## src/rtl/sha256_stream_padder.sv

```systemverilog
// sha256_stream_padder
// Front end for the SHA-256 datapath. Accepts a message as a valid/ready
// stream of IN_BYTES bytes per beat and emits a one-byte-per-cycle stream
// carrying the message, the 0x80 marker, zero fill and the 64-bit
// big-endian bit length, framed into 64-byte blocks.
//
// Ports:
//   clk, reset           clock, synchronous active-high reset
//   in_data              message bytes, first byte in the MSBs
//   in_valid/in_ready    input beat handshake
//   in_last, in_bytes    final beat marker and its valid byte count
//   out_byte             padded stream byte
//   out_valid/out_ready  output byte handshake
//   out_sob/out_eob      byte index 0 / 63 of a block
//   out_first/out_last   first block / final block of a message
module sha256_stream_padder #(
  parameter int IN_BYTES = 1,
  parameter int LEN_W    = 64
) (
  input  logic                      clk,
  input  logic                      reset,
  input  logic [8*IN_BYTES-1:0]     in_data,
  input  logic                      in_valid,
  input  logic                      in_last,
  input  logic [$clog2(IN_BYTES):0] in_bytes,
  output logic                      in_ready,
  output logic [7:0]                out_byte,
  output logic                      out_valid,
  input  logic                      out_ready,
  output logic                      out_sob,
  output logic                      out_eob,
  output logic                      out_first,
  output logic                      out_last
);

  localparam int BW = $clog2(IN_BYTES) + 1;
  localparam int DW = 8 * IN_BYTES;

  typedef enum logic [1:0] {
    S_MSG   = 2'd0,
    S_PAD80 = 2'd1,
    S_ZERO  = 2'd2,
    S_LEN   = 2'd3
  } state_t;

  state_t           state_r, state_n_s;
  logic [DW-1:0]    buf_r, buf_n_s;
  logic [BW-1:0]    cnt_r, cnt_n_s;
  logic [5:0]       idx_r, idx_n_s;
  logic [LEN_W-1:0] msg_bits_r, msg_bits_n_s;
  logic             first_flag_r, first_flag_n_s;
  logic             last_pending_r, last_pending_n_s;

  logic             in_ready_s;
  logic             xfer_s;
  logic             load_s;

  logic [7:0]       out_byte_r, out_byte_n_s;
  logic             out_valid_r, out_valid_n_s;
  logic             out_sob_r, out_sob_n_s;
  logic             out_eob_r, out_eob_n_s;
  logic             out_first_r, out_first_n_s;
  logic             out_last_r, out_last_n_s;
  logic [63:0]      len64_s;
  logic [63:0]      len_shift_s;

  assign out_byte  = out_byte_r;
  assign out_valid = out_valid_r;
  assign out_sob   = out_sob_r;
  assign out_eob   = out_eob_r;
  assign out_first = out_first_r;
  assign out_last  = out_last_r;
  assign in_ready  = in_ready_s;

  assign xfer_s = out_valid_r & out_ready;
  assign load_s = in_valid & in_ready_s;

  // Input acceptance: empty buffer, or last buffered byte leaving this cycle
  // (the second case keeps 1 byte/cycle when IN_BYTES = 1).
  always_comb begin
    in_ready_s = 1'b0;
    if (reset) begin
      in_ready_s = 1'b0;
    end else if ((state_r == S_MSG) && !last_pending_r) begin
      if (cnt_r == {BW{1'b0}}) begin
        in_ready_s = 1'b1;
      end else if ((cnt_r == BW'(1)) && out_ready) begin
        in_ready_s = 1'b1;
      end else begin
        in_ready_s = 1'b0;
      end
    end else begin
      in_ready_s = 1'b0;
    end
  end

  // Next-state logic for the FSM, holding buffer, block index and length.
  always_comb begin
    state_n_s        = state_r;
    buf_n_s          = buf_r;
    cnt_n_s          = cnt_r;
    idx_n_s          = idx_r;
    msg_bits_n_s     = msg_bits_r;
    first_flag_n_s   = first_flag_r;
    last_pending_n_s = last_pending_r;

    if (xfer_s) begin
      idx_n_s        = idx_r + 6'd1;
      first_flag_n_s = 1'b0;
    end else begin
      idx_n_s        = idx_r;
    end

    case (state_r)
      S_MSG: begin
        if (xfer_s) begin
          buf_n_s      = buf_r << 8;
          cnt_n_s      = cnt_r - BW'(1);
          msg_bits_n_s = msg_bits_r + LEN_W'(8);
        end else begin
          buf_n_s      = buf_r;
        end
        // A load on the same cycle as a transfer overrides the shift.
        if (load_s) begin
          buf_n_s          = in_data;
          cnt_n_s          = in_last ? in_bytes : BW'(IN_BYTES);
          last_pending_n_s = in_last;
        end else begin
          last_pending_n_s = last_pending_r;
        end
        // Final message byte gone (or empty last beat): start padding.
        if (last_pending_n_s && (cnt_n_s == {BW{1'b0}})) begin
          state_n_s        = S_PAD80;
          last_pending_n_s = 1'b0;
        end else begin
          state_n_s        = S_MSG;
        end
      end
      S_PAD80: begin
        if (xfer_s) begin
          state_n_s = (idx_n_s == 6'd56) ? S_LEN : S_ZERO;
        end else begin
          state_n_s = S_PAD80;
        end
      end
      S_ZERO: begin
        if (xfer_s && (idx_n_s == 6'd56)) begin
          state_n_s = S_LEN;
        end else begin
          state_n_s = S_ZERO;
        end
      end
      S_LEN: begin
        if (xfer_s && (idx_r == 6'd63)) begin
          state_n_s        = S_MSG;
          buf_n_s          = {DW{1'b0}};
          cnt_n_s          = {BW{1'b0}};
          idx_n_s          = 6'd0;
          msg_bits_n_s     = {LEN_W{1'b0}};
          first_flag_n_s   = 1'b1;
          last_pending_n_s = 1'b0;
        end else begin
          state_n_s        = S_LEN;
        end
      end
      default: begin
        state_n_s = S_MSG;
      end
    endcase
  end

  // Output values derived from the next state so that every output is a
  // flop and holds stable through a stall.
  always_comb begin
    len64_s     = 64'(msg_bits_n_s);
    // Length bytes go out MSB first: index 56 carries bits 63:56.
    len_shift_s = len64_s >> {3'd7 - idx_n_s[2:0], 3'b000};
    case (state_n_s)
      S_MSG: begin
        out_valid_n_s = (cnt_n_s != {BW{1'b0}});
        out_byte_n_s  = out_valid_n_s ? buf_n_s[DW-1 -: 8] : 8'h00;
      end
      S_PAD80: begin
        out_valid_n_s = 1'b1;
        out_byte_n_s  = 8'h80;
      end
      S_ZERO: begin
        out_valid_n_s = 1'b1;
        out_byte_n_s  = 8'h00;
      end
      S_LEN: begin
        out_valid_n_s = 1'b1;
        out_byte_n_s  = len_shift_s[7:0];
      end
      default: begin
        out_valid_n_s = 1'b0;
        out_byte_n_s  = 8'h00;
      end
    endcase
    out_sob_n_s   = out_valid_n_s & (idx_n_s == 6'd0);
    out_eob_n_s   = out_valid_n_s & (idx_n_s == 6'd63);
    out_first_n_s = out_sob_n_s & first_flag_n_s;
    out_last_n_s  = out_eob_n_s & (state_n_s == S_LEN);
  end

  // State and output registers.
  always_ff @(posedge clk) begin
    if (reset) begin
      state_r        <= S_MSG;
      buf_r          <= {DW{1'b0}};
      cnt_r          <= {BW{1'b0}};
      idx_r          <= 6'd0;
      msg_bits_r     <= {LEN_W{1'b0}};
      first_flag_r   <= 1'b1;
      last_pending_r <= 1'b0;
      out_byte_r     <= 8'h00;
      out_valid_r    <= 1'b0;
      out_sob_r      <= 1'b0;
      out_eob_r      <= 1'b0;
      out_first_r    <= 1'b0;
      out_last_r     <= 1'b0;
    end else begin
      state_r        <= state_n_s;
      buf_r          <= buf_n_s;
      cnt_r          <= cnt_n_s;
      idx_r          <= idx_n_s;
      msg_bits_r     <= msg_bits_n_s;
      first_flag_r   <= first_flag_n_s;
      last_pending_r <= last_pending_n_s;
      out_byte_r     <= out_byte_n_s;
      out_valid_r    <= out_valid_n_s;
      out_sob_r      <= out_sob_n_s;
      out_eob_r      <= out_eob_n_s;
      out_first_r    <= out_first_n_s;
      out_last_r     <= out_last_n_s;
    end
  end

endmodule

```

## config.mk

```make
export PLATFORM = sky130hd
export DESIGN_NAME = sha256_stream_padder
export DESIGN_NICKNAME = d
export VERILOG_FILES = /design/src/rtl/sha256_stream_padder.sv
export SDC_FILE = /design/constraint.sdc
export NUM_CORES = 1
export LEC_CHECK = 0
export BUFFER_PORTS_ARGS = -buffer_cell sky130_fd_sc_hd__buf_2
export CAP_MARGIN = 20
export CELL_PAD_IN_SITES_DETAIL_PLACEMENT = 1
export CELL_PAD_IN_SITES_GLOBAL_PLACEMENT = 1
export CORE_AREA = 5 5 157 159
export DETAILED_ROUTE_END_ITERATION = 16
export DIE_AREA = 0 0 162 164
export PLACE_DENSITY_LB_ADDON = 0.1
export SYNTH_ARGS = -nofsm -noshare
export SYNTH_HDL_FRONTEND = slang
export SYNTH_SLANG_ARGS = --single-unit
export TNS_END_PERCENT = 10
```

## constraint.sdc

```tcl
create_clock -name clk -period 7.1 [get_ports clk]
set_input_delay 1.42 -clock clk [delete_from_list [all_inputs] [get_ports clk]]
set_output_delay 1.42 -clock clk [all_outputs]
set_load 0.005 [all_outputs]
```

==> flow_metrics.tcl, run 1 <==
set metrics [dict create \
    power.share.combinational_pct 18.3 \
    drt_pre_antenna_iters 5 \
    dp_hpwl_mm 21.95 \
    synth_edf_count 0 \
    grt-ovfl-total 0 \
    worst_pin_slew_ns 1.135 \
    ant_nets 0 \
    core_area_um2 23120 \
    yosysWarningCount 0 \
    path_buf_inv 2 \
    die_h_um 164 \
    diodes 0 \
    final_util_pct 30.45 \
    post-route-period-util_pct 56.37 \
    cts_tree "built" \
    die_area_um2 26570 \
    synthAdderAreaFrac_pct 1.178 \
    cts_setup_buffers 0 \
    drv_cap 0 \
    pin_count 28 \
    vdd_drop_max_v 0.00009965 \
    syn_area_per_cell_um2 7.651 \
    cts_hold_buf 0 \
    clock_latency_ns 0.37 \
    synthXorXnorAreaFrac_pct 0.9619 \
    rows 56 \
    setup.worst_path.class "primary input to register" \
    rsz0062_at_grt "no" \
    yosysSeqAreaShare_pct 30.15 \
    critPathTopFamily "compound AO/OA/AOI/OAI gates" \
    cts-root-buf "clkbuf_16" \
    slew_headroom_pct 23.77 \
    hold_viol 0 \
    final_nets 849 \
    postSynth.asyncResetShare_pct 0 \
    area_delta_synth_final_pct 10.48 \
    antenna_found_initial 1 \
    end_kind "register" \
    gp_congestion 0.8808 \
    p_leak_nw 2.351 \
    tns_ns 0 \
    path_cells "buf_2 > nand2_1 > o32ai_1 > buf_4 > and2_1 > o311ai_0 > a31oi_1 > a211oi_1" \
    layout_commonest_cell "nor2_1" \
    muxShareOfSynthArea_pct 1.099 \
    p_sw_share_pct 34.32 \
    synthesis.area_um2 6374 \
    route.vias.total 7098 \
    portBuffers 27 \
    outcome "finished, final reports clean" \
    finalClockSkew_ns 0.01356 \
    seq_area_um2 1922 \
    drtIter0Drc 476 \
    ys_seq_elements 96 \
    fin_crit_ns 4.002 \
    yosys.area_share.simple_pct 35.37 \
    synth_compound_area_share_pct 27.07 \
    setup_viol 0 \
    pwr_density_cell_nw_per_um2 185.8 \
    final_cell_mix "nor2_1 (97), dfxtp_1 (96), nand2_1 (78)" \
    initial_core_util_pct 27.56 \
    p_sw_mw 0.4491 \
    wl_per_cell_um 26.62 \
    power.internal_mw 0.8595 \
    cp_slowest_cell "and2_1" \
    synth_top_family_by_area "simple AND/OR/NAND/NOR gates" \
    syn_nets 853 \
    pwr-share-clk_pct 38.8 \
    h-tree-depth 3 \
    placed_cells 1108 \
    clk_pin_slew_ns 0.07 \
    clk_path_buf_depth 2 \
    cts_buffers 9 \
    drc 0 \
    seq_power_share_pct 42.9 \
    crit_fanout 15 \
    stdcell_count 1124 \
    clock-sinks 96 \
    hold_class "register to register" \
    crit_path_max_incr_delay_ns 0.55 \
    grt_pass1_wl_mm 45.28 \
    vias_per_cell 6.315 \
    synth_ff_type "dfxtp_1" \
    die_w_um 162 \
    ys_types 79 \
    power.total_mw 1.309 \
    grt_max_degree 69 \
    grt.total_usage_pct 22.45 \
    worstPathRequired_ns 7.30 \
    slew_violations 0 \
    syn_inst 833 \
    fillCellCount 2802 \
    routed_wl_mm 29.92 \
    critPathLaunchType "primary input" \
    multiInputGateArea_um2 4204 \
    cts-resized-gates 0 \
    fmax_mhz 249.9 \
    grt_pass1_vias 7085 \
    cp.arrival_ns 4.20 \
    drive_gt1_share_pct 9.832 \
]
==> power groups by stage <==
stage	Sequential [mW]	Clock [mW]	Combinational, mW
final	0.562	0.507	0.239
after global routing	0.563	0.535	0.254
after CTS	0.561	0.522	0.238
after detailed placement	0.574	0	0.237
after global placement	0.574	0	0.237
after floorplan	0.568	0	0.138
==> tightest hold or removal path, cell delays in order (launching register included) <==
cell	delay (ns)
dfxtp_1	0.31
nand2_1	0.06
nand2_1	0.06
==> state kept, by name, indices dropped and copies added (netlist names) <==
name	cells
state_r	2
out_sob	1
buf_r	8
out_first	1
first_flag_r	1
out_valid	1
last_pending_r	1
out_eob	1
out_last	1
out_byte	8
idx_r	6
msg_bits_r	64
cnt_r	1
==> cell families (layout without fill, tap and decap cells) <==
family,count (synthesis),after routing
buf+inv,66,67
mux,7,7
flops,96,96
fa+ha+maj,6,6
simple gates,412,412
compound gates,239,239
xor+xnor,7,7
==> Yosys cell counts (8+ instances only) <==
library cell	n	share of area, %
nand2_1	78	4.6
nor3_1	31	2.4
buf_2	8	0.63
a211oi_1	13	1.5
o31ai_1	10	1.2
a32oi_1	8	1.1
nand4_1	46	4.5
inv_1	12	0.71
and4_1	16	2.2
a41oi_1	9	1.2
a31oi_1	27	2.7
a21o_1	8	0.94
o211ai_1	9	1.1
clkbuf_1	38	2.2
and3_1	16	1.6
and2_1	17	1.7
a22oi_1	12	1.4
dfxtp_1	96	30
nand3_1	29	2.3
a21oi_1	45	3.5
nor4_1	19	1.9
nor2_1	97	5.7
o21ai_0	25	2.0
or3_1	13	1.3
==> layout make-up <==
type / count / area share, %
well taps: 290 / 5.153
repair buffers: 38 / 3.092
multi-input cells: 671 / 59.70
flip-flops and latches: 96 / 27.29
inverters: 13 / 0.6930
clock inverters: 7 / 0.8706
clock buffers: 9 / 3.198
==> per-stage QoR <==
stage,hold WS (ns),cell area [µm²],worst slack (ns)
final,0.4570,7042,3.098
after global routing,0.5033,7042,3.002
after CTS,0.4627,7042,3.160
after detailed placement,0.4413,6755,2.807
after global placement,0.4367,6755,2.781
after floorplan,0.4176,6374,3.759
==> routing by layer <==
| layer | global-route usage [%] | routed length [µm] | vias to the layer above |
|---|---|---|---|
| met5 | 0 | 0 | - |
| met1 | 31.03 | 13920 | 3615 |
| li1 | - | - | 3226 |
| met2 | 36.85 | 13850 | 212 |
| met4 | 5.844 | 599 | 0 |
| met3 | 3.287 | 1557 | 45 |
==> final timing paths <==
check	end	depth (start not counted)	slack (ns)	from
max	out_byte[7]$_SDFF_PP0_	8	3.10	out_ready
min reg2reg	first_flag_r$_SDFF_PP1_	2	0.46	first_flag_r$_SDFF_PP1_
max reg2reg	out_byte[3]$_SDFF_PP0_	8	3.10	idx_r[0]$_SDFF_PP0_
min	first_flag_r$_SDFF_PP1_	2	0.46	first_flag_r$_SDFF_PP1_
Power figures use the tool's default switching activity.
==> run 2, diff against run 1 <==
==> constraint.sdc (replaced) <==
create_clock -name clk -period 3.4 [get_ports clk]
set_input_delay 0.68 -clock clk [delete_from_list [all_inputs] [get_ports clk]]
set_output_delay 0.68 -clock clk [all_outputs]
set_load 0.005 [all_outputs]
==> run 2 against run 1 <==
Clock power rose by 120%. Sequential share of layout area fell by 1.7 points. Wire length rose by 2.3%. Critical endpoint is now out_byte[4]$_SDFF_PP0_. Largest cell class unchanged. Largest power group unchanged.
==> flow_metrics.tcl, run 2 (synthesized netlist as in run 1, its figures left out) <==
set metrics [dict create \
    outcome "finished, final reports clean" \
    wl_per_cell_um 26.00 \
    grt_max_degree 59 \
    grt_pass1_wl_mm 47.05 \
    core_area_um2 23120 \
    grt_pass1_vias 7471 \
    fillCellCount 2829 \
    seq_area_um2 1922 \
    drt_pre_antenna_iters 5 \
    setup_viol 0 \
    power.total_mw 2.852 \
    portBuffers 27 \
    h-tree-depth 3 \
    rsz0062_at_grt "no" \
    cts_tree "built" \
    vias_per_cell 6.198 \
    fin_crit_ns 3.117 \
    postPlaceCellArea_um2 7198 \
    finalClockSkew_ns 0.01237 \
    cp.arrival_ns 3.35 \
    grt-ovfl-total 0 \
    slew_violations 0 \
    hold_ws_ns 0.4622 \
    clock-sinks 96 \
    grt.total_usage_pct 23.07 \
    initial_core_util_pct 27.56 \
    clk_path_buf_depth 2 \
    end_kind "register" \
    area_delta_synth_final_pct 17.75 \
    critPathLaunchType "primary input" \
    setup.worst_path.class "primary input to register" \
    worstPathRequired_ns 3.64 \
    dp_hpwl_mm 23.57 \
    cts_buffers 9 \
    worst_pin_slew_ns 0.7923 \
    pin_count 28 \
    cts-root-buf "clkbuf_16" \
    crit_fanout 9 \
    regMostFlops "msg_bits_r" \
    drive_gt1_share_pct 15.11 \
    hold_viol 0 \
    diodes 0 \
    antenna_found_initial 0 \
    rows 56 \
    die_h_um 164 \
    tns_ns 0 \
    largest_register_ffs 64 \
    route.vias.total 7295 \
    pwr_density_cell_nw_per_um2 380.0 \
    die_area_um2 26570 \
    vdd_drop_max_v 0.0002707 \
    die_w_um 162 \
    hold_class "register to register" \
    cts_setup_buffers 0 \
    final_cell_area_um2 7505 \
    clk_pin_slew_ns 0.08 \
    clock_latency_ns 0.37 \
    multiInputGateArea_um2 4199 \
    layout_commonest_cell "nor2_1" \
    cts_hold_buf 0 \
    drc 0 \
    slew_headroom_pct 47.12 \
    cts-resized-gates 0 \
    drtIter0Drc 722 \
    gp_congestion 0.9434 \
    post-route-period-util_pct 91.67 \
    p_leak_nw 2.627 \
    fmax_mhz 320.8 \
    routed_wl_mm 30.60 \
    ant_nets 0 \
    drv_cap 0 \
    final_cell_mix "nor2_1 (97), dfxtp_1 (96), nand2_1 (78)" \
    final_nets 902 \
]
-- run 2: critical path, stage by stage --
cell	delay (ns)
buf_2	0.16
nand3_1	0.32
nor4_4	0.74
nand4_1	0.39
nor4_1	0.34
mux2i_1	0.15
a211oi_1	0.43
o31ai_1	0.14
-- run 2: final timing paths --
check / cells after the start / start / slack, ns / to
max: 8 / out_ready / 0.28 / out_byte[4]$_SDFF_PP0_
min: 2 / first_flag_r$_SDFF_PP1_ / 0.46 / first_flag_r$_SDFF_PP1_
max reg2reg: 8 / msg_bits_r[6]$_SDFF_PP0_ / 0.30 / out_byte[4]$_SDFF_PP0_
min reg2reg: 2 / first_flag_r$_SDFF_PP1_ / 0.46 / first_flag_r$_SDFF_PP1_
-- run 2: power breakdown --
part	internal (mW)	switching, mW
combinational	0.184	0.390
sequential	1.15	0.0139
clock	0.586	0.531
total	1.92	0.935
-- run 2: metrics by stage --
step / utilization [%] / std cells / worst slack [ns]
floorplan: - / 833 / 0.8696
global placement: 31.13 / 1161 / -0.03075
detailed placement: 31.13 / 1161 / -0.04387
CTS: 32.46 / 1177 / 0.3523
global route: 32.46 / 1177 / 0.09403
finish: 32.46 / 1177 / 0.2833
-- run 2: cell type report --
class	instances	share of cell area, %
multi-input combinational	671	55.95
sequential	96	25.61
timing repair buffer	91	8.870
tap	290	4.835
clock buffer	10	3.051
clock inverter	6	1.034
inverter	13	0.6502
-- run 2: per-layer routing --
metal,global-route usage [%],vias up,wire length (µm)
li1,-,3327,-
met3,1.982,50,1537
met4,8.035,0,925
met2,37.27,261,13970
met5,0,-,0
met1,32.39,3657,14170
